`src/rtl/matrix_row_scheduler.sv`:
```
`default_nettype none
// ============================================================================
// Module      : matrix_row_scheduler
// Description : Emits L+1 progressively masked copies of a captured row,
//               L = min(slope, N-1), over a valid/ready handshake.
// Revision    : 1.0 - initial release
// ============================================================================
module matrix_row_scheduler #(
    parameter int N  = 10,
    parameter int IW = 4
) (
    input  logic          clk,
    input  logic          rst,
    input  logic          start,
    input  logic [N-1:0]  in,
    input  logic [31:0]   slope,
    output logic          busy,
    output logic          row_valid,
    input  logic          row_ready,
    output logic [N-1:0]  row_data,
    output logic [IW-1:0] row_idx,
    output logic          row_last,
    output logic          done
);

    typedef enum logic [1:0] {
        S_IDLE = 2'd0,
        S_LOAD = 2'd1,
        S_EMIT = 2'd2,
        S_DONE = 2'd3
    } state_t;

    localparam logic [N-1:0] C_ONES    = {N{1'b1}};
    localparam logic [31:0]  C_MAX_IDX = 32'(N - 1);

    state_t        state_q, state_d;
    logic [IW-1:0] idx_q,   idx_d;
    logic [IW-1:0] last_q,  last_d;
    logic [N-1:0]  in_q,    in_d;
    logic [31:0]   slope_q, slope_d;
    logic          w_emit;

    always_ff @(posedge clk) begin
        if (rst) begin
            state_q <= S_IDLE;
            idx_q   <= '0;
            last_q  <= '0;
            in_q    <= '0;
            slope_q <= '0;
        end else begin
            state_q <= state_d;
            idx_q   <= idx_d;
            last_q  <= last_d;
            in_q    <= in_d;
            slope_q <= slope_d;
        end
    end

    always_comb begin
        state_d = state_q;
        idx_d   = idx_q;
        last_d  = last_q;
        in_d    = in_q;
        slope_d = slope_q;
        case (state_q)
            S_IDLE: begin
                if (start) begin
                    in_d    = in;
                    slope_d = slope;
                    state_d = S_LOAD;
                end
            end
            S_LOAD: begin
                // Full 32-bit compare so large slopes with zero low bits still clamp.
                last_d  = (slope_q > C_MAX_IDX) ? C_MAX_IDX[IW-1:0] : slope_q[IW-1:0];
                idx_d   = '0;
                state_d = S_EMIT;
            end
            S_EMIT: begin
                if (row_ready) begin
                    if (idx_q == last_q) begin
                        state_d = S_DONE;
                    end else begin
                        idx_d = idx_q + 1'b1;
                    end
                end
            end
            S_DONE: begin
                state_d = S_IDLE;
            end
            default: begin
                state_d = S_IDLE;
            end
        endcase
    end

    always_comb begin
        w_emit    = (state_q == S_EMIT);
        busy      = (state_q != S_IDLE);
        row_valid = w_emit;
        row_data  = w_emit ? (in_q & (C_ONES >> idx_q)) : '0;
        row_idx   = w_emit ? idx_q : '0;
        row_last  = w_emit && (idx_q == last_q);
        done      = (state_q == S_DONE);
    end

endmodule
`default_nettype wire

```
`config.mk`:
```
export PLATFORM = sky130hd
export DESIGN_NAME = matrix_row_scheduler
export DESIGN_NICKNAME = d
export VERILOG_FILES = /design/src/rtl/matrix_row_scheduler.sv
export SDC_FILE = /design/constraint.sdc
export NUM_CORES = 1
export LEC_CHECK = 0
export ABC_AREA = 1
export BUFFER_PORTS_ARGS = -buffer_cell sky130_fd_sc_hd__clkbuf_2
export CAP_MARGIN = 10
export CORE_MARGIN = 2
export CORE_UTILIZATION = 47
export DETAILED_ROUTE_END_ITERATION = 8
export HOLD_SLACK_MARGIN = 0.08
export PLACE_DENSITY = 0.75
export SETUP_SLACK_MARGIN = 0.5
export SYNTH_ARGS = -nofsm -noshare
export SYNTH_HDL_FRONTEND = slang
export SYNTH_SLANG_ARGS = --single-unit
```
`constraint.sdc`:
```
create_clock -name clk -period 1.45 [get_ports clk]
set_input_delay 0 -clock clk [delete_from_list [all_inputs] [get_ports clk]]
set_output_delay 0 -clock clk [all_outputs]
set_load 0.02 [all_outputs]
```
# == After elaboration in Yosys (flattened, before gate mapping) ==
# Index checks and enable logic that the tools add are counted.
# word_totals
inputBits,46
word_cells,34
ff_bits,52
out_inout_bits,18
# classes
add_sub_neg,1
n_eq_ne,8
n_mux,10
magnitude_cmp,1
n_reduce_logical,7
n_bitwise,1
shifts,1
# ops
cell,n
32-bit by 4-bit > comparator with 1-bit output (second input constant),1
4-bit two-way mux,4
10-bit bitwise AND,1
10-bit two-way mux,1
10-bit by 4-bit right shift with 10-bit output (first input constant),1
2-bit case mux with 4 select lines,1
4-bit case mux with 2 select lines,1
2-bit two-way mux,3
3-bit AND reduction,2
4-bit by 1-bit adder with 4-bit output (second input constant),1
2-bit == test (second input constant),2
4-bit == test,1
2-bit by 1-bit inequality test with 1-bit output (second input constant),2
2-bit inequality test (second input constant),2
2-bit nonzero test,2
2-bit by 1-bit == test with 1-bit output (second input constant),1
2-bit logical NOT,1
2-bit AND reduction,1
1-bit logical AND,1

# == Logic depth before layout (Yosys ltp) ==
# Gate-level depths: netlist of run 1.
# logic_depth
depth_word,4
depth_mapped,10

# == Worst setup path before layout of run 1 ==
# OpenSTA, ideal clock, no wires.
# synth_timing
path_kind,reg2out
from,reg state_q[0]
to,out row_data[3]
arrival_time_ns,1.604
slack_ns,-0.154
stages_incl_launch_ff,7
path_buffers,2
cell_sequence,dfxtp_1 inv_1 ha_1 buf_4 buf_2 nand2_1 nor3_1
# synth_via
elab_chain_len,2
# synth_lines
item,line_no,text
start: declaration,36,"state_t state_q, state_d;"
start signal: assignment,51,state_q <= state_d;
2-bit == test,98,w_emit = (state_q == S_EMIT);
via row_valid,18,"output logic row_valid,"
10-bit two-way mux,101,row_data = w_emit ? (in_q & (C_ONES >> idx_q)) : '0;
end: declaration,20,"output logic [N-1:0] row_data,"
# The timed path passes the listed nets, and every way through them passes these cells.

# == Worst setup path after layout of run 1 ==
# layout_timing
from,reg state_q[0]
to,reg idx_q[0]
# layout_via
elab_chain_len,3
elab_cells_between_ends,7
cone_classes,4 x eq/ne; 1 x mux; 2 x reduce/logical
# layout_lines
item,line_no,text
2-bit == test / 2-bit by 1-bit == test with 1-bit output (equally long branches),65,case (state_q)
2-bit inequality test (no source line) (tied with other cells),--,
3-bit AND reduction (no source line),--,
end signal: assignment,52,idx_q <= idx_d;
end: declaration,37,"logic [IW-1:0] idx_q, idx_d;"
# Several ways; a longest one is shown, not always the timed one.
# A chain may end at the register's enable or synchronous reset.

==> flow_summary.yaml, run 1 <==
status:
  outcome: "complete, but fails checks"
  violations: "negative setup slack"
drt:
  drt_iter0_markers: 270
  drt-pass1-iter-count: 5
  vias_per_cell: 5.59
  wirelength_mm: 11.0
  avgRoutedWirePerCell_um: 20.0
  wl_met2_mm: 5.92
  routed.top_layer: "met4"
  wl_met1_mm: 3.78
  antenna_left: 0
  drc: 0
  route.met3.wl_um: 653
  num_vias: 3086
clocking:
  cts-root-buf: "clkbuf_8"
  numCtsBuffers: 5
  cts.clk_slew.worst_paths_ps: 100
  clock-sinks: 52
  tritoncts: "done"
  clk_latency_ps: 310
  h-tree-depth: 2
  clk_path_buf_depth: 2
critical_path:
  ff2ff_path_depth: 9
  crit_required_ps: 1680
  regToRegStartpoint: "state_q[0]"
  crit_path_start_kind: "flip-flop"
  crit_fanout: 6
  timing.rr.end: "idx_q[0]"
  critical_path_class: "flip-flop to flip-flop"
  cp.arrival_ps: 1790
  reg2reg_slack_ps: -110
  critPathCaptureType: "flip-flop"
worst_hold_path:
  worstHoldStart: "row_ready"
  min_to: "idx_q[3]"
  hold_class: "primary input to flip-flop"
  worstHoldPathCells: 5
pwr:
  p_int_mw: 5.08
  clock_power_share: 0.093
  p_per_area_nw_per_um2: 1940
  vdd_drop_max_uv: 1300
  swShare: 0.448
  pwr-share-seq: 0.265
  p_leak_nw: 2.01
  pwr-share-comb: 0.642
  power.switching_mw: 4.13
floorplanning:
  pin_count: 64
  die_w_um: 76.0
  dieArea_um2: 5770
  die_y_um: 76.0
  rows: 26
  core-area_um2: 5040
  initial_core_util: 0.483
sta:
  fin_skew_ps: 5.21
  setup_ws_ps: -107
  finalSetupViolCount: 13
  fmax_mhz: 642
  worst-slew-pin-transition_ps: 378
  finalHoldViolations: 0
  period_needed_ps: 1560
  rsz0062_at_grt: "yes"
  slew_headroom: 0.746
  post-route-period-util: 1.07
  slew_violations: 0
global_routing:
  first_global_vias: 3007
  grt_pass1_wl_mm: 14.0
  grt_use_total: 0.300
  antenna_found_initial: 0
  grt_max_degree: 50
  grt_overflow: 0
logic_synthesis:
  yosysSeqAreaShare: 0.428
  syn_inst: 343
  synth_area_leaders: "dfxtp_1, nor2_1, o21ai_0"
  yosysUniqueCellTypes: 28
  syn_nets: 398
  yosysWarnings: 0
  ys_ff_latch: 52
  yosysTopAreaCell: "dfxtp_1"
  synth_area_um2: 2430
  syn_area_per_cell_um2: 7.09
  synth_top_area_frac: 0.428
place:
  numPortBuffers: 63
  placed_area_um2: 2940
  dp_hpwl_mm: 3.80
  place_congestion: 0.843
layout:
  fin_util: 0.941
  drive_above_1_share: 0.564
  n_antenna_cell: 0
  syn2layout_area_growth_pct: 95.0
  fin_area_um2: 4750
  nets: 536
run:
  maxCapViolCount: 0
-- kinds of logic after synthesis --
| group | synth area share |
|---|---|
| and+or+nand+nor | 0.311 |
| AOI/OAI and AO/OA | 0.136 |
| DFF | 0.428 |
| buffers and inverters | 0.0792 |
| adders and majority gates | 0.0463 |
-- critical path: stages, from the launching register on --
cell	delay, ps
dfxtp_2	340
inv_2	90
ha_4	230
buf_12	180
nor2_4	60
a21oi_4	190
nand2_2	120
inv_2	90
nor2_1	60
nor2_1	130
-- cells in the mapped netlist, drive strengths merged --
cell    count
nand2      34
o21bai      1
and2        1
inv        24
buf        11
dfxtp      52
nor3        1
nand3      15
nor2      122
a21oi      10
clkbuf      8
nand4       4
ha          9
o21ai      50
o211ai      1
-- layout make-up --
cell class                      instances  area [um2]
Fill cell                             147         297
Timing Repair Buffer                  150        1530
Clock buffer                            7        76.3
Sequential cell                        52        1080
Clock inverter                          1        8.76
Inverter                               24         130
Multi-Input combinational cell        248        1840
Tap cell                               70        87.6
-- state kept, by name, summed over array words and instances (netlist names) --
name     cells
idx_q        4
last_q       4
slope_q     32
state_q      2
in_q        10
-- power by group through the flow --
stage	registers (mW)	clock network, mW	logic (mW)
after floorplan	2.10	0	2.17
after global placement	2.18	0	2.61
after detailed placement	2.20	0	2.67
after CTS	2.29	0.838	4.46
after global routing	2.48	0.924	6.19
final	2.44	0.860	5.92
-- layer usage --
layer  up-vias  track usage
met1      1452        0.302
met2       198        0.599
met3        65       0.0488
met4         0        0.129
li1       1371            -
met5         -            0
-- what timing repair did --
item                                   4_1_cts  5_1_grt
setup endpoints to repair                   70       70
gates resized for setup                    183       98
gates cloned                                 5        2
pin swaps                                   18       30
endpoints found under the hold margin       45        0
setup buffers                               16       12
hold buffers                                43        0
-- worst max path at each step --
stage                from           to  slack (ps)  cells after the start
6_report       state_q[0]     idx_q[0]        -110                      9
5_1_grt        state_q[0]     idx_q[2]        -180                      9
4_1_cts        state_q[0]  row_data[5]          60                      6
3_5_place_dp   state_q[0]     idx_q[0]         120                      8
3_3_place_gp   state_q[0]     idx_q[0]         140                      8
2_1_floorplan  state_q[0]     idx_q[0]         230                      9
-- metrics by stage --
step / setup TNS (ps) / cells / setup WS [ps] / hold WS (ps) / total power, mW
global route: -2240 / 552 / -176 / 187 / 9.59
floorplan: 0 / 343 / 235 / 59.4 / 4.28
CTS: 0 / 538 / 57.1 / 110 / 7.59
global placement: 0 / 466 / 140 / 222 / 4.79
detailed placement: 0 / 466 / 124 / 223 / 4.87
finish: -698 / 552 / -107 / 160 / 9.21
-- cell usage in the layout, fill, tap and decap left out, types with 2 or more instances in the layout --
cell type	n
inv_1	7
dfxtp_4	6
nor2_2	22
inv_12	2
nand2_2	16
nand2_4	5
clkbuf_1	2
inv_2	10
nand2_1	12
dlygate4sd3_1	43
o21ai_4	5
dfxtp_1	32
o21ai_2	16
nand4_1	4
a21oi_1	3
nand3_2	5
clkbuf_2	45
nor2_1	66
inv_4	4
buf_16	5
nor2_4	34
buf_4	21
buf_12	11
buf_6	7
clkbuf_16	2
clkbuf_8	8
dfxtp_2	14
a21oi_4	3
a21oi_2	4
nand3_1	9
buf_8	12
ha_4	7
o21ai_1	27
o21ai_0	2
(Power assumes the default switching activity.)
==> run 2, diff against run 1 <==
Settings changed: CORE_UTILIZATION 47 to 49, CTS_BUF_LIST set to sky130_fd_sc_hd__clkbuf_4, PLACE_DENSITY 0.75 to 0.78.
==> flow_summary.yaml, run 2 (synthesis results as in run 1) <==
status:
  outcome: "complete, but fails checks"
  violations: "negative setup slack"
global_routing:
  grt_pass1_wl_mm: 12.7
  grt_max_degree: 50
  grt_overflow: 0
  first_global_vias: 2816
  grt_use_total: 0.305
  antenna_found_initial: 0
floorplanning:
  rows: 25
  pin_count: 64
  initial_core_util: 0.512
  core-area_um2: 4750
  die_y_um: 74.5
  dieArea_um2: 5550
  die_w_um: 74.5
run:
  maxCapViolCount: 0
critical_path:
  cp.arrival_ps: 1760
  crit_fanout: 5
  path_buf_inv: 3
  critPathCaptureType: "flip-flop"
  ff2ff_path_depth: 9
  cp_top_family: "flip-flops"
  crit_slowest_cell: "dfxtp_2"
  critPathMaxStageDelay_ps: 360
  crit_required_ps: 1720
  cp.depth: 9
  critical_path_class: "flip-flop to flip-flop"
  worst_path_most_repeated_cell: "buf_6"
  crit_path_start_kind: "flip-flop"
  path_cells: "inv_4 -> ha_4 -> buf_6 -> buf_6 -> nor2_4 -> a21oi_4 -> nand3_1 -> nand2_1 -> nor2_1"
sta:
  slew_violations: 0
  post-route-period-util: 1.03
  setup_ws_ps: -41.2
  period_needed_ps: 1490
  fin_skew_ps: 7.08
  finalSetupViolCount: 9
  finalHoldViolations: 0
  fmax_mhz: 671
  slew_headroom: 0.658
  rsz0062_at_grt: "yes"
  worst-slew-pin-transition_ps: 513
clocking:
  numCtsBuffers: 5
  clock-sinks: 52
  clk_latency_ps: 360
  h-tree-depth: 2
  cts.clk_slew.worst_paths_ps: 150
  tritoncts: "done"
  clk_path_buf_depth: 2
  cts-root-buf: "clkbuf_4"
layout:
  fin_area_um2: 4020
  syn2layout_area_growth_pct: 65.2
  top_regs: "slope_q: 32 flops, in_q: 10 flops"
  n_antenna_cell: 0
  fillCellCount: 281
  drive_above_1_share: 0.408
  nets: 520
  largest_reg_flops: 32
  top_register: "slope_q"
  final_cell_mix: "nor2_1, dlygate4sd3_1, clkbuf_2"
  final_common_cell: "nor2_1"
place:
  dp_hpwl_mm: 3.63
  placed_area_um2: 2890
  numPortBuffers: 63
  place_congestion: 0.809
  dp_slack_ps: -39.5
drt:
  num_vias: 2823
  wirelength_mm: 8.62
  drc: 0
  vias_per_cell: 5.30
  antenna_left: 0
  avgRoutedWirePerCell_um: 16.2
  drt_iter0_markers: 241
  drt-pass1-iter-count: 5
pwr:
  p_leak_nw: 1.78
  pwr-share-comb: 0.593
  pwr-share-seq: 0.316
  swShare: 0.452
  p_int_mw: 3.87
  fin_total_pwr_mw: 7.07
  vdd_drop_max_uv: 1010
  power.switching_mw: 3.20
  clock_power_share: 0.092
  p_per_area_nw_per_um2: 1760
worst_hold_path:
  worstHoldPathCells: 5
  hold_class: "primary input to flip-flop"
==> run 2: routing by layer <==
metal | track usage | vias to the layer above | wire, um
met5 | 0 | - | 0
met2 | 0.598 | 144 | 4660
li1 | - | 1335 | -
met4 | 0.119 | 0 | 377
met1 | 0.319 | 1307 | 3080
met3 | 0.0488 | 37 | 513
==> run 2: worst paths after layout <==
path	start	endpoint	slack [ps]
min	start	slope_q[0]	220
max	state_q[0]	idx_q[2]	-40
min reg2reg	slope_q[1]	last_q[1]	490
max reg2reg	state_q[0]	idx_q[2]	-40
==> run 2: cell type report <==
class	instances	area (um2)	area share
clock inverters	3	17.5	0.00436
flip-flops and latches	52	1070	0.265
inverters	24	120	0.0299
repair buffers	132	1180	0.293
well taps	67	83.8	0.0208
clock buffers	5	37.5	0.00933
multi-input cells	248	1490	0.369
repair inverters	2	31.3	0.00778
==> run 2: power by group through the flow <==
stage	clock, mW	combinational [mW]	sequential [mW]
finish	0.647	4.20	2.23
CTS	0.648	3.72	2.19
detailed placement	0	2.59	2.19
floorplan	0	2.17	2.10
global placement	0	2.51	2.17
global route	0.721	4.50	2.27
==> run 2: stage by stage <==
step	std cells	setup TNS, ps	hold slack, ps	utilization
final	533	-247	225	0.846
after global routing	533	-1110	228	0.846
after CTS	531	0	174	0.820
after detailed placement	461	-303	235	0.607
after global placement	461	0	234	0.607
after floorplan	343	0	59.4	-
==> run 2: repair_timing <==
action | CTS | global route
hold buffers | 45 | 0
setup endpoints to repair | 70 | 70
setup buffers | 14 | 2
gates cloned | 3 | 0
hold endpoints to repair | 46 | 0
gates resized for setup | 121 | 48
pin swaps | 13 | 5
==> run 2: tightest hold or removal path: cells and delay by family <==
family	cells	cell delay, ps
buf+inv	2	290
simple gates	2	190
compound gates	1	60
==> run 3, diff against run 2 <==
Settings changed: REMOVE_ABC_BUFFERS set to 1.
==> flow_summary.yaml, run 3 (synthesis results as in run 1) <==
status:
  outcome: "complete, but fails checks"
  violations: "negative setup slack"
global_routing:
  antenna_found_initial: 0
  met2_usage: 0.500
  grt_use_total: 0.263
  use_met1: 0.269
  grt_max_degree: 50
  met3_usage: 0.0623
  top_usage_layer: "met2"
  grt_pass1_wl_mm: 11.1
  grt_overflow: 0
  first_global_vias: 2504
layout:
  fin_area_um2: 3960
  final_cell_mix: "nor2_1, clkbuf_2, dlygate4sd3_1"
  seqCellArea_um2: 1060
  final_common_cell: "nor2_1"
  largest_reg_flops: 32
  multi_input_area_um2: 1430
  n_antenna_cell: 0
  drive_above_1_share: 0.376
  syn2layout_area_growth_pct: 62.8
  instances_no_fill: 535
  fillCellCount: 279
  top_regs: "slope_q: 32 flops, in_q: 10 flops"
  nets: 522
  top_register: "slope_q"
run:
  maxCapViolCount: 0
place:
  place_congestion: 0.821
  numPortBuffers: 63
  dp_hpwl_mm: 3.59
  dp_slack_ps: -39.7
  placed_area_um2: 2840
  placed_cells: 467
worst_hold_path:
  min_to: "last_q[3]"
  worstHoldStart: "rst"
  hold_class: "primary input to flip-flop"
  worstHoldPathCells: 5
drt:
  avgRoutedWirePerCell_um: 14.9
  antenna_left: 0
  wirelength_mm: 7.99
  drt_iter0_markers: 148
  drt-pass1-iter-count: 6
  drc: 0
  vias_per_cell: 5.07
  num_vias: 2711
pwr:
  p_per_area_nw_per_um2: 1750
  vdd_drop_max_uv: 913
  p_leak_nw: 1.80
critical_path:
  ff2ff_path_depth: 10
  path_cells: "inv_4 -> ha_4 -> buf_8 -> nand2_1 -> a21oi_2 -> buf_6"
  critPathCaptureType: "primary output"
  path_buf_inv: 3
  cp.arrival_ps: 1540
  crit_slowest_cell: "dfxtp_4"
  cp.depth: 6
  critical_path_class: "flip-flop to primary output"
  timing.rr.end: "idx_q[3]"
  crit_fanout: 7
  regToRegStartpoint: "state_q[0]"
  cp_top_family: "flip-flops"
  crit_path_start_kind: "flip-flop"
  critPathMaxStageDelay_ps: 380
  reg2reg_slack_ps: -80
  crit_required_ps: 1450
clocking:
  cts-root-buf: "clkbuf_4"
  clk_path_buf_depth: 2
  clock-sinks: 52
  clk_latency_ps: 380
  numCtsBuffers: 5
  tritoncts: "done"
  cts.clk_slew.worst_paths_ps: 130
  h-tree-depth: 2
sta:
  hold_ws_ps: 139
  worst-slew-pin-transition_ps: 253
  setup_ws_ps: -86.2
  slew_violations: 0
  period_needed_ps: 1540
  fin_skew_ps: 27.8
  finalSetupViolCount: 16
  tns_ps: -710
  finalHoldViolations: 0
  fmax_mhz: 651
  post-route-period-util: 1.06
  rsz0062_at_grt: "yes"
  slew_headroom: 0.832
floorplanning:
  dieArea_um2: 5550
  die_w_um: 74.5
  pin_count: 64
  core-area_um2: 4750
  die_y_um: 74.5
  rows: 25
  initial_core_util: 0.512
[run 3: power by group]
part           internal, mW  switching (mW)  total, mW
combinational          1.81            2.26       4.07
clock                 0.204           0.438      0.642
sequential             1.89           0.329       2.21
[run 3: layout make-up]
cell class	count	area share
clock buffers	6	0.0114
repair buffers	136	0.309
clock inverters	2	0.00284
well taps	67	0.0212
flip-flops and latches	52	0.268
multi-input cells	248	0.360
inverters	24	0.0278
[run 3: worst register-to-register path, cell delays in order, from the launching register on]
cell,delay (ps)
dfxtp_4,380
buf_4,130
buf_6,110
buf_6,120
ha_4,170
nor2_4,140
a21oi_4,70
nand2_2,90
buf_6,100
nand2_2,40
a21oi_2,150
[run 3: how the worst max path moves through the flow]
stage	slack (ps)	startpoint	end
final	-90	state_q[0]	row_data[1]
after global placement	60	state_q[0]	slope_q[26]
after floorplan	-460	state_q[0]	in_q[0]
after detailed placement	-40	state_q[0]	in_q[5]
after CTS	-40	state_q[1]	row_data[3]
after global routing	-160	state_q[0]	row_data[1]
[run 3: what timing repair did]
item | CTS | global route
gates cloned | 2 | 0
buffers inserted | 8 | 5
pin swaps | 18 | 11
hold buffers | 45 | 0
gates resized for setup | 107 | 62
endpoints found under the hold margin | 46 | 0
setup endpoints to repair | 70 | 70
[run 3: metal layers]
metal | vias up | part of all wire
li1 | 1335 | -
met1 | 1224 | 0.39
met2 | 124 | 0.51
met3 | 28 | 0.067
met4 | 0 | 0.030
met5 | - | 0
[run 3: stage by stage]
step	total power [mW]	utilization
after global placement	4.54	0.598
after global routing	7.35	0.833
after detailed placement	4.64	0.598
final	6.92	0.833
after floorplan	3.88	-
after CTS	6.25	0.799
